`config.mk`:
```
export PLATFORM = sky130hd
export DESIGN_NAME = alu_flat
export DESIGN_NICKNAME = d
export VERILOG_FILES = /design/src/rtl/alu_pkg.sv /design/src/rtl/alu_if.sv /design/src/rtl/alu_mul.sv /design/src/rtl/alu.sv /design/src/flat_wrapper.sv
export SDC_FILE = /design/constraint.sdc
export NUM_CORES = 1
export LEC_CHECK = 0
export BUFFER_PORTS_ARGS = -buffer_cell sky130_fd_sc_hd__buf_4
export CAP_MARGIN = 20
export CELL_PAD_IN_SITES_DETAIL_PLACEMENT = 0
export CELL_PAD_IN_SITES_GLOBAL_PLACEMENT = 1
export CORE_ASPECT_RATIO = 2
export CORE_UTILIZATION = 38
export DETAILED_ROUTE_END_ITERATION = 12
export PLACE_DENSITY_LB_ADDON = 0.15
export SLEW_MARGIN = 30
export SYNTH_ARGS = -nofsm -noshare
export SYNTH_HDL_FRONTEND = slang
export SYNTH_SLANG_ARGS = --single-unit
```
`constraint.sdc`:
```
create_clock -name clk -period 2 [get_ports clk]
set_input_delay 0.3 -clock clk [delete_from_list [all_inputs] [get_ports clk]]
set_output_delay 0.3 -clock clk [all_outputs]
set_load 0.02 [all_outputs]
```
`src/rtl/alu_pkg.sv`:
```
// -----------------------------------------------------------------------------
// alu_pkg
// Shared types and constants for the execute-stage ALU.
//   FUNC_W  : width of the operation code
//   func_t  : operation codes (10..15 reserved, decoded as NOP)
//   state_t : issue state machine (IDLE, MUL_RUN)
// -----------------------------------------------------------------------------
package alu_pkg;

    localparam int FUNC_W = 4;

    typedef enum logic [FUNC_W-1:0] {
        NOP = 4'd0,
        ADD = 4'd1,
        ADC = 4'd2,
        SUB = 4'd3,
        AND = 4'd4,
        OR  = 4'd5,
        XOR = 4'd6,
        SHL = 4'd7,
        SHR = 4'd8,
        MUL = 4'd9
    } func_t;

    typedef enum logic {
        IDLE    = 1'b0,
        MUL_RUN = 1'b1
    } state_t;

endpackage

```
`src/rtl/alu_if.sv`:
```
// -----------------------------------------------------------------------------
// alu_if
// Issue/result bundle between the register-file side and the ALU.
//   master : drives start, func, a, b; observes result, w, busy, z, c, nf
//   slave  : the ALU itself
// -----------------------------------------------------------------------------
interface alu_if #(
    parameter int n = 8
);
    import alu_pkg::*;

    logic         start;
    func_t        func;
    logic [n-1:0] a;
    logic [n-1:0] b;
    logic [n-1:0] result;
    logic         w;
    logic         busy;
    logic         z;
    logic         c;
    logic         nf;

    modport master (
        output start, func, a, b,
        input  result, w, busy, z, c, nf
    );

    modport slave (
        input  start, func, a, b,
        output result, w, busy, z, c, nf
    );

endinterface

```
`src/rtl/alu_mul.sv`:
```
// -----------------------------------------------------------------------------
// alu_mul
// n-step sequential shift-add multiplier producing a 2n-bit product.
// Ports:
//   clk, n_reset : clock, asynchronous active-low reset
//   i_start      : capture operands and begin (ignored while busy)
//   i_a, i_b     : multiplicand, multiplier
//   o_busy       : a multiply is in progress
//   o_done       : the current edge performs the final step
//   o_product    : product value after the current step (final when o_done)
// -----------------------------------------------------------------------------
module alu_mul #(
    parameter int n = 8
) (
    input  logic           clk,
    input  logic           n_reset,
    input  logic           i_start,
    input  logic [n-1:0]   i_a,
    input  logic [n-1:0]   i_b,
    output logic           o_busy,
    output logic           o_done,
    output logic [2*n-1:0] o_product
);

    localparam int              CNT_W = $clog2(n + 1);
    localparam logic [CNT_W-1:0] LAST = CNT_W'(n - 1);

    logic [2*n-1:0] r_acc;
    logic [2*n-1:0] r_mcand;
    logic [n-1:0]   r_mplier;
    logic [CNT_W-1:0] r_cnt;
    logic           r_busy;
    logic [2*n-1:0] w_acc_nxt;

    // The product is exposed combinationally so the caller can register it on
    // the same edge that performs the last step.
    assign w_acc_nxt = r_mplier[0] ? (r_acc + r_mcand) : r_acc;
    assign o_product = w_acc_nxt;
    assign o_done    = r_busy && (r_cnt == LAST);
    assign o_busy    = r_busy;

    always_ff @(posedge clk or negedge n_reset) begin
        if (!n_reset) begin
            r_busy   <= 1'b0;
            r_cnt    <= '0;
            r_acc    <= '0;
            r_mcand  <= '0;
            r_mplier <= '0;
        end else if (!r_busy) begin
            if (i_start) begin
                r_busy   <= 1'b1;
                r_cnt    <= '0;
                r_acc    <= '0;
                r_mcand  <= {{n{1'b0}}, i_a};
                r_mplier <= i_b;
            end
        end else begin
            r_acc    <= w_acc_nxt;
            r_mcand  <= r_mcand << 1;
            r_mplier <= r_mplier >> 1;
            if (o_done) begin
                r_busy <= 1'b0;
                r_cnt  <= '0;
            end else begin
                r_cnt <= r_cnt + 1'b1;
            end
        end
    end

endmodule

```
`src/rtl/alu.sv`:
```
// -----------------------------------------------------------------------------
// alu
// Execute stage behind the 32 x n register file: single-cycle logic/arith ops
// and an optional n-cycle multiply. Holds the z/c/nf status flags.
// Ports:
//   clk, n_reset : clock, asynchronous active-low reset
//   bus (slave)  : start/func/a/b in; result (w_data), w (write strobe),
//                  busy, z, c, nf out
// Configuration macro ALU_MUL_EN: when defined, MUL is implemented with the
// alu_mul sub-module; otherwise MUL decodes as NOP and busy is tied low.
// -----------------------------------------------------------------------------
module alu #(
    parameter int n = 8
) (
    input  logic  clk,
    input  logic  n_reset,
    alu_if.slave  bus
);
    import alu_pkg::*;

    state_t       r_state;
    logic [n-1:0] r_result;
    logic         r_w;
    logic         r_z;
    logic         r_c;
    logic         r_nf;

    logic         w_accept;
    logic         w_wr;
    logic [n-1:0] w_res;
    logic         w_c;
    logic [n:0]   w_sum;

    assign w_accept = bus.start && (r_state == IDLE);

    // Single-cycle datapath; w_wr marks the ops that write this cycle.
    always_comb begin
        w_wr  = 1'b1;
        w_res = r_result;
        w_c   = r_c;
        w_sum = '0;
        case (bus.func)
            ADD: begin
                w_sum = {1'b0, bus.a} + {1'b0, bus.b};
                w_res = w_sum[n-1:0];
                w_c   = w_sum[n];
            end
            ADC: begin
                w_sum = {1'b0, bus.a} + {1'b0, bus.b} + {{n{1'b0}}, r_c};
                w_res = w_sum[n-1:0];
                w_c   = w_sum[n];
            end
            SUB: begin
                // The (n+1)-bit difference wraps negative exactly when a < b.
                w_sum = {1'b0, bus.a} - {1'b0, bus.b};
                w_res = w_sum[n-1:0];
                w_c   = w_sum[n];
            end
            AND: begin
                w_res = bus.a & bus.b;
                w_c   = 1'b0;
            end
            OR: begin
                w_res = bus.a | bus.b;
                w_c   = 1'b0;
            end
            XOR: begin
                w_res = bus.a ^ bus.b;
                w_c   = 1'b0;
            end
            SHL: begin
                w_res = {bus.a[n-2:0], 1'b0};
                w_c   = bus.a[n-1];
            end
            SHR: begin
                w_res = {1'b0, bus.a[n-1:1]};
                w_c   = bus.a[0];
            end
            default: w_wr = 1'b0;
        endcase
    end

`ifdef ALU_MUL_EN
    logic           w_mul_busy;
    logic           w_mul_done;
    logic [2*n-1:0] w_mul_prod;

    alu_mul #(.n(n)) u_mul (
        .clk       (clk),
        .n_reset   (n_reset),
        .i_start   (w_accept && (bus.func == MUL)),
        .i_a       (bus.a),
        .i_b       (bus.b),
        .o_busy    (w_mul_busy),
        .o_done    (w_mul_done),
        .o_product (w_mul_prod)
    );

    assign bus.busy = w_mul_busy;
`else
    assign bus.busy = 1'b0;
`endif

    always_ff @(posedge clk or negedge n_reset) begin
        if (!n_reset) begin
            r_state  <= IDLE;
            r_result <= '0;
            r_w      <= 1'b0;
            r_z      <= 1'b0;
            r_c      <= 1'b0;
            r_nf     <= 1'b0;
        end else begin
            r_w <= 1'b0;
            case (r_state)
                IDLE: begin
                    if (w_accept && w_wr) begin
                        r_result <= w_res;
                        r_c      <= w_c;
                        r_z      <= (w_res == '0);
                        r_nf     <= w_res[n-1];
                        r_w      <= 1'b1;
                    end
`ifdef ALU_MUL_EN
                    else if (w_accept && (bus.func == MUL)) begin
                        r_state <= MUL_RUN;
                    end
`endif
                end
`ifdef ALU_MUL_EN
                MUL_RUN: begin
                    if (w_mul_done) begin
                        r_result <= w_mul_prod[n-1:0];
                        r_c      <= |w_mul_prod[2*n-1:n];
                        r_z      <= (w_mul_prod[n-1:0] == '0);
                        r_nf     <= w_mul_prod[n-1];
                        r_w      <= 1'b1;
                        r_state  <= IDLE;
                    end
                end
`endif
                default: r_state <= IDLE;
            endcase
        end
    end

    assign bus.result = r_result;
    assign bus.w      = r_w;
    assign bus.z      = r_z;
    assign bus.c      = r_c;
    assign bus.nf     = r_nf;

endmodule

```
`src/flat_wrapper.sv`:
```
// flat-port wrapper written by rule: the top's interface ports become plain ports
module alu_flat import alu_pkg::*;
#(
    parameter int n = 8
)
  (clk, n_reset, bus_start, bus_func, bus_a, bus_b, bus_result, bus_w, bus_busy, bus_z, bus_c, bus_nf);
  alu_if #(.n(n)) bus_i ();
  input  logic clk;
  input  logic n_reset;
  input wire logic [$bits(bus_i.start)-1:0] bus_start;
  input wire logic [$bits(bus_i.func)-1:0] bus_func;
  input wire logic [$bits(bus_i.a)-1:0] bus_a;
  input wire logic [$bits(bus_i.b)-1:0] bus_b;
  output wire logic [$bits(bus_i.result)-1:0] bus_result;
  output wire logic [$bits(bus_i.w)-1:0] bus_w;
  output wire logic [$bits(bus_i.busy)-1:0] bus_busy;
  output wire logic [$bits(bus_i.z)-1:0] bus_z;
  output wire logic [$bits(bus_i.c)-1:0] bus_c;
  output wire logic [$bits(bus_i.nf)-1:0] bus_nf;
  assign bus_i.start = bus_start;
  assign bus_i.func = bus_func;
  assign bus_i.a = bus_a;
  assign bus_i.b = bus_b;
  assign bus_result = bus_i.result;
  assign bus_w = bus_i.w;
  assign bus_busy = bus_i.busy;
  assign bus_z = bus_i.z;
  assign bus_c = bus_i.c;
  assign bus_nf = bus_i.nf;
  alu #(.n(n)) u_core (.clk(clk), .n_reset(n_reset), .bus(bus_i));
endmodule
```
==> results.toml <==
[synth]
ys_warn_count = 0
ys_ff_latch = 11
async_reset_ff_share_pct = 100
yosysSeqAreaShare_pct = 13.6
ys.flop_type = "dfrtp_1"
synth_edf_count = 0
netlist_area_sq_um = 2030
yosysUniqueCellTypes = 57
syn_avg_cell_area_sq_um = 7.79
syn_inst = 260
synth_fp_nets = 311

[setup_path]
worst-setup-path-type = "primary input to flop"
start_kind = "primary input"
path_max_fanout = 3
reg2reg_depth = 9
timing.rr.end = "u_core.bus.z"
reg2reg_slack_ns = -0.28
required_ns = 2.18
r2r-start = "u_core.bus.c"
crit_path_end_kind = "flop"
arrival_ns = 2.64

[sta]
fin_crit_sh_pct = 123
hold_viol = 0
rsz0062_at_grt = "true"
finalCriticalPeriod_ns = 2.46
fmax_mhz = 406
fin_skew_ns = 0.00512
setup_viol = 8
slew_violations = 0
finalWorstSetupSlack_ns = -0.464

[power_and_ir_drop]
power_density_nw_per_um2 = 450
internal_power_uw = 859
combPwrFrac_pct = 64.3
total_power_mw = 1.40
sw_frac_of_total_pct = 38.5
p_clk_share_pct = 15.8
pwr-share-seq_pct = 19.9
power_leakage_nw = 1.51
ir_drop_uv = 521
switchingPower_uw = 539

[clock_network]
clockBufferDepth = 2
clock-sinks = 11
clkSlewWorstSetupHoldPaths_ns = 0.05
htree_levels = 1
cts_tree = "built"
cts_made_buffers = 3
worstSkewPairLatency_ns = 0.24
cts.root.buffer_cell = "clkbuf_8"

[routing]
drcViolationCount = 0
drtIter0Drc = 40
drt_pass1_iterations = 4
wl_um = 6310
route.antenna.remaining_nets = 0
vias_per_cell = 5.34
wire_per_inst_um = 14.8
vias = 2280

[worst_hold_path]
hold_path_depth = 2
holdPathEnd = "u_core.bus.c"
hp-start = "bus_start"
hold_class = "primary input to flop"

[floorplan]
ios = 36
die_h_um = 105
initial_core_util_pct = 39.4
core_sq_um = 5140
dieArea_sq_um = 5640
num_rows = 37
die_w_um = 53.6

[layout]
antenna_cells = 0
final_core_util_pct = 60.5
drive_gt1_share_pct = 42.8
area_growth_pct = 53.4
final_nets = 421

[placement]
dp_hpwl_um = 5470
port_buffers = 34
dp_worst_setup_slack_ns = -0.881
gp_congestion = 0.873

[grt]
grt_max_degree = 17
grt_pass1_wl_um = 10000
grt-ovfl-total = 0
gr-usage-all-layers_pct = 23.8
antenna_found_initial = 0
grt_pass1_vias = 2270

[status]
failed_checks = "negative setup slack"
status = "finished, violations left"

[flow_run]
maxCapViolations = 0
critical path: stages:
cell     delay [ns]
buf_8          0.10
ha_4           0.15
fa_2           0.57
ha_4           0.20
mux4_2         0.46
a31oi_1        0.14
o21ai_1        0.10
nor2_1         0.13
nand3_1        0.13
nor4_2         0.17
a32o_1         0.19
power by group through the flow:
stage          sequential (mW)  combinational [mW]  clock (mW)
6_report                 0.279               0.898       0.221
3_3_place_gp             0.281               0.830           0
4_1_cts                  0.279               0.882       0.224
2_1_floorplan            0.324               0.426           0
3_5_place_dp             0.282               0.842           0
5_1_grt                  0.285               0.974       0.239
flip-flops by register name (all words and copies together) (netlist names):
register           flops
u_core.bus.z           1
u_core.bus.w           1
u_core.bus.c           1
u_core.bus.result      8
Yosys cell counts (3+ instances only):
master / number / area (sq um)
buf_4: 3 / 22.5
nor2b_1: 5 / 31.3
o21ai_0: 19 / 95.1
nand2_1: 18 / 67.6
dfrtp_1: 11 / 275
mux4_2: 4 / 90.1
inv_1: 25 / 93.8
buf_2: 6 / 30.0
o221ai_1: 3 / 26.3
a31oi_1: 5 / 31.3
ha_1: 26 / 325
nand2b_1: 3 / 18.8
nor2_1: 17 / 63.8
xnor2_1: 10 / 87.6
a21oi_1: 15 / 75.1
mux2i_1: 4 / 40.0
clkbuf_1: 4 / 15.0
xor2_1: 7 / 61.3
nand3_1: 7 / 35.0
o21bai_1: 6 / 45.0
nor3_1: 12 / 60.1
worst max-delay path by stage:
stage / slack, ns / startpoint / end
floorplan: -0.53 / bus_b[0] / u_core.bus.z
detailed placement: -0.88 / bus_b[0] / u_core.bus.z
CTS: -0.48 / bus_b[0] / u_core.bus.z
global route: -0.59 / bus_b[0] / u_core.bus.z
finish: -0.46 / bus_b[0] / u_core.bus.z
global placement: -0.82 / bus_b[0] / u_core.bus.z
cells by family after synthesis:
group	Yosys count	share of synthesized area [%]
xor+xnor	18	8.15
buf+inv	41	8.89
other cells	1	0.185
simple gates	75	18.2
compound gates	76	25.4
fa+ha+maj	28	18.0
flops	11	13.6
mux	10	7.54
metrics by stage:
step | setup TNS [ns] | hold WS, ns | instance area (sq um) | std cells
2_1_floorplan | -1.77 | 0.00441 | 2070 | 260
5_1_grt | -3.03 | 0.333 | 3110 | 427
6_report | -2.22 | 0.336 | 3110 | 427
3_3_place_gp | -4.72 | 0.139 | 2920 | 417
4_1_cts | -1.83 | 0.330 | 3050 | 424
3_5_place_dp | -4.95 | 0.141 | 2920 | 417
layer usage:
| metal | GRT usage (%) | part of all wire [%] | up-vias |
|---|---|---|---|
| met3 | 0.289 | 2.0 | 9 |
| li1 | - | - | 1139 |
| met1 | 23.5 | 37 | 1085 |
| met2 | 48.2 | 59 | 47 |
| met5 | 0 | 0 | - |
| met4 | 7.89 | 2.2 | 0 |
timing repair:
action | 4_1_cts | 5_1_grt
resized for setup | 21 | 8
pin swaps | 16 | 16
setup endpoints to repair | 8 | 9
hold buffers | 1 | 0
setup buffers | 4 | 6
endpoints found under the hold margin | 11 | 0
area by class of cell:
class | instances | area, sq um
fill | 505 | 2030
multi-input combinational | 208 | 1690
timing repair buffer | 120 | 926
sequential | 11 | 275
inverter | 26 | 97.6
tap | 58 | 72.6
clock buffer | 4 | 45.0
placed cells by master, fill, tap and decap left out, types with 3 or more instances in the layout:
cell / netlist / routed
buf_4: 3 / 115
inv_1: 25 / 24
ha_1: 26 / 24
nand2_1: 18 / 18
nor2_1: 17 / 16
o21ai_0: 19 / 13
nor3_1: 12 / 12
dfrtp_1: 11 / 11
a21oi_1: 15 / 10
xnor2_1: 10 / 9
nand3_1: 7 / 7
o21ai_1: 2 / 7
xor2_1: 7 / 6
nor2b_1: 5 / 5
a21oi_2: 0 / 5
a31oi_1: 5 / 5
o21bai_1: 6 / 5
mux4_2: 4 / 4
mux2i_1: 4 / 4
nand2b_1: 3 / 3
o221ai_1: 3 / 3
clkbuf_8: 0 / 3
No activity file was read; power rests on OpenSTA's default activity.
